[config.mk]
export PLATFORM = sky130hd
export DESIGN_NAME = gb_bus_ctrl_flat
export DESIGN_NICKNAME = d
export VERILOG_FILES = /design/src/rtl/gb_bus_ctrl_if.sv /design/src/rtl/gb_bus_ctrl.sv /design/src/flat_wrapper.sv
export SDC_FILE = /design/constraint.sdc
export NUM_CORES = 1
export LEC_CHECK = 0
export ABC_AREA = 0
export ABC_CLOCK_PERIOD_IN_PS = 3500
export BUFFER_PORTS_ARGS = -buffer_cell sky130_fd_sc_hd__clkbuf_2
export CAP_MARGIN = 25
export CORE_ASPECT_RATIO = 1.5
export CORE_UTILIZATION = 30
export CTS_BUF_LIST = sky130_fd_sc_hd__clkbuf_2
export DETAILED_ROUTE_END_ITERATION = 7
export PLACE_DENSITY = 0.76
export SYNTH_ARGS = -nofsm -noshare
export SYNTH_HDL_FRONTEND = slang
export SYNTH_SLANG_ARGS = --single-unit
export TNS_END_PERCENT = 30
[constraint.sdc]
create_clock -name CLK_n -period 3.5 [get_ports CLK_n]
set_input_delay 0.525 -clock CLK_n [delete_from_list [all_inputs] [get_ports CLK_n]]
set_output_delay 0.525 -clock CLK_n [all_outputs]
set_load 0.02 [all_outputs]
[src/rtl/gb_bus_ctrl_if.sv]
// Bus-side bundle between the TV80 core, the GameBoy memory/IO fabric and gb_bus_ctrl.
interface gb_bus_ctrl_if;
    logic        CLKEN;
    logic        WAIT_n;
    logic [6:0]  mc;
    logic [6:0]  ts;
    logic        intcycle_n;
    logic        no_read;
    logic        write;
    logic        iorq;
    logic [15:0] A;
    logic [7:0]  DI;
    logic        core_wait_n;
    logic [7:0]  di_reg;
    logic        MREQ_n;
    logic        IORQ_n;
    logic        RD_n;
    logic        WR_n;
    logic [31:0] stat_rd;
    logic [31:0] stat_wr;
    logic [31:0] stat_wait;

    modport slave (
        input  CLKEN, WAIT_n, mc, ts, intcycle_n, no_read, write, iorq, A, DI,
        output core_wait_n, di_reg, MREQ_n, IORQ_n, RD_n, WR_n, stat_rd, stat_wr, stat_wait
    );

    modport master (
        output CLKEN, WAIT_n, mc, ts, intcycle_n, no_read, write, iorq, A, DI,
        input  core_wait_n, di_reg, MREQ_n, IORQ_n, RD_n, WR_n, stat_rd, stat_wr, stat_wait
    );
endinterface

[src/rtl/gb_bus_ctrl.sv]
// TV80 (Mode 3) bus-cycle controller: registered strobes, per-region wait inserter, read latch.
// Optional cycle statistics are built only when GB_BUS_STATS_EN is defined.
module gb_bus_ctrl #(
    parameter int unsigned T2WRITE   = 2,
    parameter int unsigned ROM_WAITS = 0,
    parameter int unsigned IO_WAITS  = 0,
    parameter int unsigned RAM_WAITS = 0,
    parameter int unsigned M1_WAIT   = 0
) (
    input  logic         CLK_n,
    input  logic         RESET_n,
    gb_bus_ctrl_if.slave bus
);
    localparam int unsigned WCNT_W = 3;
    localparam int unsigned STAT_W = 32;
    localparam int unsigned DATA_W = 8;

    localparam logic [WCNT_W-1:0] ROM_W     = WCNT_W'(ROM_WAITS);
    localparam logic [WCNT_W-1:0] IO_W      = WCNT_W'(IO_WAITS);
    localparam logic [WCNT_W-1:0] RAM_W     = WCNT_W'(RAM_WAITS);
    localparam logic              M1_WAIT_B = 1'(M1_WAIT != 0);

    if (T2WRITE > 2) begin : g_bad_t2write
        $error("gb_bus_ctrl: T2WRITE must be 0, 1 or 2");
    end
    if (ROM_WAITS > 7 || IO_WAITS > 7 || RAM_WAITS > 7 || M1_WAIT > 1) begin : g_bad_waits
        $error("gb_bus_ctrl: wait-state parameters out of range");
    end

    typedef enum logic {
        ST_IDLE    = 1'b0,
        ST_WAITING = 1'b1
    } wait_state_t;

    wait_state_t       r_state, w_state_nxt;
    logic [WCNT_W-1:0] r_wcnt, w_wcnt_nxt;
    logic              r_mreq_n, r_iorq_n, r_rd_n, r_wr_n;
    logic              w_mreq_n_nxt, w_iorq_n_nxt, w_rd_n_nxt, w_wr_n_nxt;
    logic [DATA_W-1:0] r_di;
    logic              w_core_wait_n;
    logic              w_access_ok;
    logic              w_wr_strobe;
    logic [WCNT_W-1:0] w_region_waits;
    logic              w_unused;

    assign w_core_wait_n = bus.WAIT_n & (r_wcnt == '0);

    // Interrupt acknowledge never waits; opcode fetches wait only when M1_WAIT is set.
    assign w_access_ok = (~bus.no_read | bus.write) & bus.intcycle_n & (~bus.mc[0] | M1_WAIT_B);
    assign w_region_waits = bus.iorq ? IO_W : (~bus.A[15] ? ROM_W : RAM_W);

    assign w_unused = &{1'b0, bus.A[14:0], bus.mc[6:3], bus.mc[1], bus.ts[6:4], bus.ts[0]};

    // Next strobe values: all deasserted, then asserted by the current M-cycle/T-state.
    always_comb begin : p_strobe_nxt
        w_mreq_n_nxt = 1'b1;
        w_iorq_n_nxt = 1'b1;
        w_rd_n_nxt   = 1'b1;
        w_wr_n_nxt   = 1'b1;
        w_wr_strobe  = 1'b0;
        if (T2WRITE == 0) begin
            w_wr_strobe = bus.ts[2];
        end else if (T2WRITE == 1) begin
            w_wr_strobe = bus.ts[1] | (bus.ts[2] & ~w_core_wait_n);
        end else begin
            w_wr_strobe = bus.ts[1] | bus.ts[2];
        end

        if (bus.mc[0]) begin
            if (bus.ts[1] | bus.ts[2]) begin
                w_rd_n_nxt   = ~bus.intcycle_n;
                w_mreq_n_nxt = ~bus.intcycle_n;
            end else if (bus.ts[3]) begin
                w_mreq_n_nxt = 1'b0;
            end
        end else if (bus.mc[2] && !bus.intcycle_n) begin
            if (bus.ts[2]) begin
                w_iorq_n_nxt = 1'b0;
            end
        end else if ((bus.ts[1] | bus.ts[2]) && !bus.no_read && !bus.write) begin
            w_rd_n_nxt   = 1'b0;
            w_iorq_n_nxt = ~bus.iorq;
            w_mreq_n_nxt = bus.iorq;
        end else if (bus.write && w_wr_strobe) begin
            w_wr_n_nxt   = 1'b0;
            w_iorq_n_nxt = ~bus.iorq;
            w_mreq_n_nxt = bus.iorq;
        end
    end

    // Wait inserter: load the region count in T2, then count down once per enabled edge.
    always_comb begin : p_wait_nxt
        w_state_nxt = r_state;
        w_wcnt_nxt  = r_wcnt;
        unique case (r_state)
            ST_IDLE: begin
                if (bus.ts[1] && w_access_ok) begin
                    w_wcnt_nxt = w_region_waits;
                    if (w_region_waits != '0) begin
                        w_state_nxt = ST_WAITING;
                    end
                end
            end
            ST_WAITING: begin
                w_wcnt_nxt = r_wcnt - WCNT_W'(1);
                if (r_wcnt == WCNT_W'(1)) begin
                    w_state_nxt = ST_IDLE;
                end
            end
        endcase
    end

    always_ff @(posedge CLK_n or negedge RESET_n) begin : p_regs
        if (!RESET_n) begin
            r_state  <= ST_IDLE;
            r_wcnt   <= '0;
            r_mreq_n <= 1'b1;
            r_iorq_n <= 1'b1;
            r_rd_n   <= 1'b1;
            r_wr_n   <= 1'b1;
            r_di     <= '0;
        end else if (bus.CLKEN) begin
            r_state  <= w_state_nxt;
            r_wcnt   <= w_wcnt_nxt;
            r_mreq_n <= w_mreq_n_nxt;
            r_iorq_n <= w_iorq_n_nxt;
            r_rd_n   <= w_rd_n_nxt;
            r_wr_n   <= w_wr_n_nxt;
            if (bus.ts[3] && w_core_wait_n) begin
                r_di <= bus.DI;
            end
        end
    end

    assign bus.core_wait_n = w_core_wait_n;
    assign bus.di_reg      = r_di;
    assign bus.MREQ_n      = r_mreq_n;
    assign bus.IORQ_n      = r_iorq_n;
    assign bus.RD_n        = r_rd_n;
    assign bus.WR_n        = r_wr_n;

`ifdef GB_BUS_STATS_EN
    logic [STAT_W-1:0] r_stat_rd, r_stat_wr, r_stat_wait;

    // Free-running, wrapping event counters sampled on enabled edges.
    always_ff @(posedge CLK_n or negedge RESET_n) begin : p_stats
        if (!RESET_n) begin
            r_stat_rd   <= '0;
            r_stat_wr   <= '0;
            r_stat_wait <= '0;
        end else if (bus.CLKEN) begin
            if (!w_rd_n_nxt)    r_stat_rd   <= r_stat_rd + STAT_W'(1);
            if (!w_wr_n_nxt)    r_stat_wr   <= r_stat_wr + STAT_W'(1);
            if (!w_core_wait_n) r_stat_wait <= r_stat_wait + STAT_W'(1);
        end
    end

    assign bus.stat_rd   = r_stat_rd;
    assign bus.stat_wr   = r_stat_wr;
    assign bus.stat_wait = r_stat_wait;
`else
    assign bus.stat_rd   = '0;
    assign bus.stat_wr   = '0;
    assign bus.stat_wait = '0;
`endif
endmodule

[src/flat_wrapper.sv]
// flat-port wrapper written by rule: the top's interface ports become plain ports
module gb_bus_ctrl_flat 
#(
    parameter int unsigned T2WRITE   = 2,
    parameter int unsigned ROM_WAITS = 0,
    parameter int unsigned IO_WAITS  = 0,
    parameter int unsigned RAM_WAITS = 0,
    parameter int unsigned M1_WAIT   = 0
)
  (CLK_n, RESET_n, bus_CLKEN, bus_WAIT_n, bus_mc, bus_ts, bus_intcycle_n, bus_no_read, bus_write, bus_iorq, bus_A, bus_DI, bus_core_wait_n, bus_di_reg, bus_MREQ_n, bus_IORQ_n, bus_RD_n, bus_WR_n, bus_stat_rd, bus_stat_wr, bus_stat_wait);
  gb_bus_ctrl_if bus_i ();
  input  logic CLK_n;
  input  logic RESET_n;
  input wire logic [$bits(bus_i.CLKEN)-1:0] bus_CLKEN;
  input wire logic [$bits(bus_i.WAIT_n)-1:0] bus_WAIT_n;
  input wire logic [$bits(bus_i.mc)-1:0] bus_mc;
  input wire logic [$bits(bus_i.ts)-1:0] bus_ts;
  input wire logic [$bits(bus_i.intcycle_n)-1:0] bus_intcycle_n;
  input wire logic [$bits(bus_i.no_read)-1:0] bus_no_read;
  input wire logic [$bits(bus_i.write)-1:0] bus_write;
  input wire logic [$bits(bus_i.iorq)-1:0] bus_iorq;
  input wire logic [$bits(bus_i.A)-1:0] bus_A;
  input wire logic [$bits(bus_i.DI)-1:0] bus_DI;
  output wire logic [$bits(bus_i.core_wait_n)-1:0] bus_core_wait_n;
  output wire logic [$bits(bus_i.di_reg)-1:0] bus_di_reg;
  output wire logic [$bits(bus_i.MREQ_n)-1:0] bus_MREQ_n;
  output wire logic [$bits(bus_i.IORQ_n)-1:0] bus_IORQ_n;
  output wire logic [$bits(bus_i.RD_n)-1:0] bus_RD_n;
  output wire logic [$bits(bus_i.WR_n)-1:0] bus_WR_n;
  output wire logic [$bits(bus_i.stat_rd)-1:0] bus_stat_rd;
  output wire logic [$bits(bus_i.stat_wr)-1:0] bus_stat_wr;
  output wire logic [$bits(bus_i.stat_wait)-1:0] bus_stat_wait;
  assign bus_i.CLKEN = bus_CLKEN;
  assign bus_i.WAIT_n = bus_WAIT_n;
  assign bus_i.mc = bus_mc;
  assign bus_i.ts = bus_ts;
  assign bus_i.intcycle_n = bus_intcycle_n;
  assign bus_i.no_read = bus_no_read;
  assign bus_i.write = bus_write;
  assign bus_i.iorq = bus_iorq;
  assign bus_i.A = bus_A;
  assign bus_i.DI = bus_DI;
  assign bus_core_wait_n = bus_i.core_wait_n;
  assign bus_di_reg = bus_i.di_reg;
  assign bus_MREQ_n = bus_i.MREQ_n;
  assign bus_IORQ_n = bus_i.IORQ_n;
  assign bus_RD_n = bus_i.RD_n;
  assign bus_WR_n = bus_i.WR_n;
  assign bus_stat_rd = bus_i.stat_rd;
  assign bus_stat_wr = bus_i.stat_wr;
  assign bus_stat_wait = bus_i.stat_wait;
  gb_bus_ctrl #(.T2WRITE(T2WRITE), .ROM_WAITS(ROM_WAITS), .IO_WAITS(IO_WAITS), .RAM_WAITS(RAM_WAITS), .M1_WAIT(M1_WAIT)) u_core (.CLK_n(CLK_n), .RESET_n(RESET_n), .bus(bus_i));
endmodule
==> metrics, run 1 <==
outcome finished clean; max FFs per register 8; pin count of the biggest net entering global routing 17; # fillers 535; ant diodes 0; die outline area 5370 sq um; DRT antenna net count 0; layout cells sized above 1 0.255; post-DP HPWL 1780 microns; DR vias 939; antenna violations before repair 0; Pleak 0.816 nW; htree depth 1; Slew Limit Fails 0; Clock Sinks 16; gr usage total 0.0764; GP Congestion 0.691; Placed Area 1400 sq um; Port-buffer cells 33; worst-path fanout max 3; DR WL/cell 7.68 microns; design area 1420 sq um; kind of critical path flop to output port; unrepaired setup endpoints after global routing no; drt initial violations 20; Max Fclk 0.511 GHz; final hold vios 0; fin crit share 0.559; post-route core utilization 0.293; vias in the first global route 697; Die X 60.1 microns; EDFF count, synth 0; Worst-path clk slew 0.17 ns; CP Data Required Time 2.97 ns; Via-to-Cell Ratio 3.48; Root Driver clkbuf_2; synth warn 0; post-CTS sizing 0; setup_tns 0 ns; first-pass GRT wire length 2960 microns; CTS Buf Count 3; setup violators final 0; final wirelength 2070 microns; GRT overflow 0; worst clock skew 0.0129 ns; most common cell after layout, fill and taps aside conb_1; Peak supply drop 0.000195 V; Netlist Area Pre-Place 1520 sq um; Max clock buf depth 2; final net count 254; Power per Cell Area 529 nW/um^2; Post-CTS Hold Fix Bufs 0; min cycle time layout 1.96 ns; Post-Syn Instances 169; WP data arrival 1.43 ns; maximum capacitance violations 0; crit path launch type flop; most frequent cells in the layout 96 x conb_1, 36 x clkbuf_2, 12 x dfrtp_1; core footprint 4850 sq um; ys flop type dfrtp_1; CP endpoint kind output port; DRC 0; Hold WC Path Type primary input to asynchronous set/reset pin; synthesis-to-layout area growth -6.74%; Yosys cell types 26; Setup Fix Bufs, Post-CTS 0; Initial Util 0.314; sequential share of the synthesized area 0.266; Syn Area/Cell 9.00 sq um; placement row count 31; ys async rst share 1.00; DIE HEIGHT 89.2 microns; Worst-Skew Late Latency 0.29 ns; IO Count 155; register bit total from synthesis 16; drt first pass iters 4; CTS tree built
[layer usage]
metal  up-vias  part of all wire  GRT usage
li1        422                 -          -
met1       420              0.35     0.0709
met2        95              0.52      0.146
met3         2              0.13     0.0217
met4         0            0.0072     0.0381
met5         -                 0          0
[through the flow]
step | instances | total power, mW | hold WS, ns | worst slack [ns]
finish | 270 | 0.751 | 0.134 | 1.54
global placement | 266 | 0.663 | 0.469 | 1.85
CTS | 270 | 0.765 | 0.115 | 1.49
global route | 270 | 0.812 | 0.135 | 1.42
floorplan | 264 | 0.657 | 0.229 | 1.96
detailed placement | 266 | 0.676 | 0.467 | 1.83
[synth_stat cells (3+ instances only)]
library cell  number  area [sq um]
buf_4             96           721
dfrtp_1           12           300
dfstp_2            4           105
ha_1               3          37.5
inv_1              7          26.3
mux2_2             8          90.1
nand2_1            6          22.5
nor2_1             6          22.5
o21ai_0            3          15.0
o22ai_1            4          25.0
[worst paths after layout]
| check | depth (start not counted) | end | slack [ns] | from |
|---|---|---|---|---|
| setup / recovery | 5 | bus_core_wait_n | 1.54 | u_core.r_wcnt[0]$_DFFE_PN0P_ |
| hold / removal | 1 | u_core.bus.di_reg[3]$_DFFE_PN0P_ | 0.13 | RESET_n |
| setup reg to reg | 4 | u_core.bus.di_reg[5]$_DFFE_PN0P_ | 2.10 | u_core.r_wcnt[0]$_DFFE_PN0P_ |
| hold reg to reg | 2 | u_core.bus.MREQ_n$_DFFE_PN1P_ | 0.49 | u_core.bus.MREQ_n$_DFFE_PN1P_ |
| max in group asynchronous | 1 | u_core.bus.IORQ_n$_DFFE_PN1P_ | 3.02 | RESET_n |
| min in group CLK_n | 2 | u_core.bus.WR_n$_DFFE_PN1P_ | 0.39 | bus_write |
[cells by family (layout without fill, tap and decap cells)]
logic type,count (synthesis),count (layout),synth area share
buf+inv,104,44,0.494
simple gates,23,23,0.0937
flops,16,16,0.266
compound gates,13,13,0.0526
mux,9,9,0.0658
fa+ha+maj,3,3,0.0247
other cells,1,96,0.00246
[report_power, final]
| group | internal, mW | switching, mW |
|---|---|---|
| clock | 0.0248 | 0.0589 |
| combinational | 0.118 | 0.255 |
| sequential | 0.255 | 0.0393 |
[layout make-up]
class,count,area [sq um],share of cell area
clock buffer,3,15.0,0.0106
clock inverter,1,3.75,0.00265
inverter,7,26.3,0.0185
multi-input combinational,144,721,0.508
sequential,16,405,0.286
tap,66,82.6,0.0582
timing repair buffer,33,165,0.116
[worst max-delay path, cell delays in order (launching register included)]
cell and delay (ns):
dfrtp_1 0.43, inv_1 0.12, ha_1 0.24, nand2_1 0.08
nor2_1 0.11, clkbuf_2 0.19
Power figures use the tool's default switching activity.
==> run 2: changes to the inputs <==
--- a/config.mk
+++ b/config.mk
@@ -5,15 +5,15 @@
 export SDC_FILE = /design/constraint.sdc
 export NUM_CORES = 1
 export LEC_CHECK = 0
-export ABC_AREA = 0
-export ABC_CLOCK_PERIOD_IN_PS = 3500
+export ABC_AREA = 1
+export ABC_CLOCK_PERIOD_IN_PS = 2050
 export BUFFER_PORTS_ARGS = -buffer_cell sky130_fd_sc_hd__clkbuf_2
 export CAP_MARGIN = 25
 export CORE_ASPECT_RATIO = 1.5
 export CORE_UTILIZATION = 30
 export CTS_BUF_LIST = sky130_fd_sc_hd__clkbuf_2
 export DETAILED_ROUTE_END_ITERATION = 7
-export PLACE_DENSITY = 0.76
+export PLACE_DENSITY = 0.75
 export SYNTH_ARGS = -nofsm -noshare
 export SYNTH_HDL_FRONTEND = slang
 export SYNTH_SLANG_ARGS = --single-unit
==> constraint.sdc (replaced) <==
create_clock -name CLK_n -period 2.05 [get_ports CLK_n]
set_input_delay 0.3075 -clock CLK_n [delete_from_list [all_inputs] [get_ports CLK_n]]
set_output_delay 0.3075 -clock CLK_n [all_outputs]
set_load 0.02 [all_outputs]
==> run 2 against run 1 <==
Net effect:
- register-to-register slack lost 1.5 ns
- clock power rose by 79%
- cell area rose by 3.8%
- flip-flop and latch count unchanged
- sequential share of layout area down 1.0 points
- cell count up 13%
- hold slack better by 0.077 ns
- global-route usage up 0.83 points
- count of clock-buffer cells in the layout is 1 higher
- non-clock buffer count up 1
- synthesized cell count is 20% higher
==> metrics, run 2 <==
outcome finished clean; Post-Syn Instances 202 (+20%); Hold WS 0.212 ns (+0.0772 ns); Die X 61.1 microns (+1.5%); post-DP HPWL 2000 microns (+12%); maximum capacitance violations 0 (unchanged); CTS Buf Count 3 (unchanged); IO Count 155 (unchanged); ys flop type dfrtp_1; max FFs per register 8 (unchanged); first-pass GRT wire length 3530 microns (+19%); GP Congestion 0.687 (-0.55%); Root Driver clkbuf_2; # fillers 564 (+5.4%); worst-path fanout max 3 (unchanged); CP endpoint kind output port; internal power 0.463 mW (+16%); DRC 0 (unchanged); kind of critical path flop to output port; Via-to-Cell Ratio 3.42 (-1.5%); Power per Cell Area 573 nW/um^2 (+8.4%); final net count 288 (+13%); most common cell after layout, fill and taps aside conb_1; pin count of the biggest net entering global routing 17 (unchanged); Syn Area/Cell 7.77 sq um (-14%); Peak supply drop 0.000216 V (+11%); most frequent cells in the layout 96 x conb_1, 37 x nand2_1, 37 x clkbuf_2; setup_tns 0 ns (unchanged); Initial Util 0.319 (+0.00496); gr usage total 0.0847 (+0.00831); setup violators final 0 (unchanged); drt first pass iters 3 (-1); Synth Area in XOR/XNOR 0.00558 (+0.00558); WP data arrival 1.32 ns (-0.11 ns); final hold vios 0 (unchanged); ranking of synthesized cells by area buf_4 46%, dfrtp_1 19%, nand2_1 8.8%; largest family of logic cells by synthesized area buffers and inverters; Post-synth top cells 96 x buf_4, 37 x nand2_1, 12 x dfrtp_1; Netlist Area Pre-Place 1570 sq um (+3.2%); Worst-Skew Late Latency 0.28 ns (about the same); Comb power frac 0.387 (-0.109); adder and majority gate portion of the synthesized area 0.0239 (-0.000767); post-route core utilization 0.299 (+0.00631); Worst-path clk slew 0.16 ns (about the same); core footprint 4930 sq um (+1.6%); Post-Synth Simple-Gate Area 0.182 (+0.0887); layout cells sized above 1 0.202 (-0.0532); Max clock buf depth 2 (unchanged); ant diodes 0 (unchanged); P_sw 0.381 mW (+8.0%); EDFF count, synth 0 (unchanged); synth warn 0 (unchanged); Reg power frac 0.435 (+0.043); Compound-Gate Fraction of Synth Area 0.0351 (-0.0176); crit path launch type flop; unrepaired setup endpoints after global routing no; worst clock skew 0.0141 ns (+0.00121 ns); DR vias 1041 (+11%); Hold WC Path Type primary input to flop; min cycle time layout 1.62 ns; final wirelength 2380 microns (+15%); antenna violations before repair 0 (unchanged); DIE HEIGHT 90.6 microns (+1.6%); CP Data Required Time 1.74 ns (-1.23 ns); Clock Sinks 16 (unchanged); fin crit share 0.792; placement row count 31 (unchanged); Port-buffer cells 33 (unchanged); area fraction of the dominant cell type after synthesis 0.459 (-0.0147); Clk network pwr share 0.178 (+0.066); CTS tree built; Max Fclk 0.616 GHz; synthesis-to-layout area growth -6.22%; Setup Fix Bufs, Post-CTS 0 (unchanged); vias in the first global route 822 (+18%); drt initial violations 8 (-60%); Pleak 0.905 nW (+11%); Slew Limit Fails 0 (unchanged); GRT overflow 0 (unchanged); DRT antenna net count 0 (unchanged); sequential share of the synthesized area 0.258 (-0.00828); register bit total from synthesis 16 (unchanged); Yosys cell types 21 (-19%); multiplexer area fraction after synthesis 0 (-0.0658); DR WL/cell 7.81 microns (+1.7%); htree depth 1 (unchanged); count leader, synth buf_4; die outline area 5530 sq um (+3.1%); ys async rst share 1.00 (unchanged); largest area contributor in the netlist buf_4; Sw Share 0.452 (-0.0186)
-- run 2: stage by stage --
stage / area, sq um / power (mW) / setup slack, ns / cells
after floorplan: 1930 / 0.763 / 0.667 / 297
final: 1470 / 0.845 / 0.426 / 304
after CTS: 1470 / 0.857 / 0.386 / 304
after detailed placement: 1440 / 0.700 / 0.607 / 299
after global routing: 1470 / 0.904 / 0.280 / 304
after global placement: 1440 / 0.697 / 0.646 / 299
-- run 2: worst paths after layout --
path,end,start,slack (ns),cells after the start
min in group asynchronous,u_core.r_state$_DFFE_PN0P_,RESET_n,0.44,2
max in group asynchronous,u_core.bus.RD_n$_DFFE_PN1P_,RESET_n,1.27,2
hold / removal,u_core.bus.di_reg[5]$_DFFE_PN0P_,bus_DI[5],0.21,3
hold reg to reg,u_core.bus.RD_n$_DFFE_PN1P_,u_core.bus.RD_n$_DFFE_PN1P_,0.48,2
setup / recovery,bus_core_wait_n,u_core.r_wcnt[0]$_DFFE_PN0P_,0.43,5
setup reg to reg,u_core.bus.di_reg[0]$_DFFE_PN0P_,u_core.r_wcnt[0]$_DFFE_PN0P_,0.62,8
-- run 2: metal layers --
metal	wire length (microns)	up-vias	GRT usage	part of all wire
met2	1250	86	0.153	0.53
met4	7	0	0.0227	0.0029
li1	-	502	-	-
met3	242	2	0.0201	0.10
met5	0	-	0	0
met1	872	451	0.0935	0.37
-- run 2: timing repair --
action | in CTS | in global routing
hold buffers | 1 | 0
hold endpoints to repair | 12 | 0
resized for setup | 0 | 0
-- run 2: logic make-up after synthesis --
family | after synthesis
xor gates and xnor gates | 1
adders and majority gates | 3
AOI/OAI and AO/OA | 11
buffers and inverters | 108
DFF | 16
other | 1
and+or+nand+nor | 62
-- run 2: layout make-up --
type	instances	area (sq um)	area share
multi-input combinational	173	748	0.508
clock buffer	4	20.0	0.0136
tap	66	82.6	0.0561
sequential	16	405	0.275
timing repair buffer	34	175	0.119
inverter	11	41.3	0.0280
-- run 2: power by group through the flow --
| stage | clock network, mW | registers, mW | logic (mW) |
|---|---|---|---|
| after global routing | 0.170 | 0.372 | 0.362 |
| after floorplan | 0 | 0.416 | 0.347 |
| after CTS | 0.161 | 0.368 | 0.329 |
| after global placement | 0 | 0.373 | 0.324 |
| after detailed placement | 0 | 0.374 | 0.327 |
| final | 0.150 | 0.367 | 0.327 |
-- run 2: critical path: stages, from the launching register on --
cell and delay, ns:
dfrtp_1 0.42, inv_1 0.11, ha_1 0.15, nand2_1 0.06, nor2_2 0.11, clkbuf_2 0.19
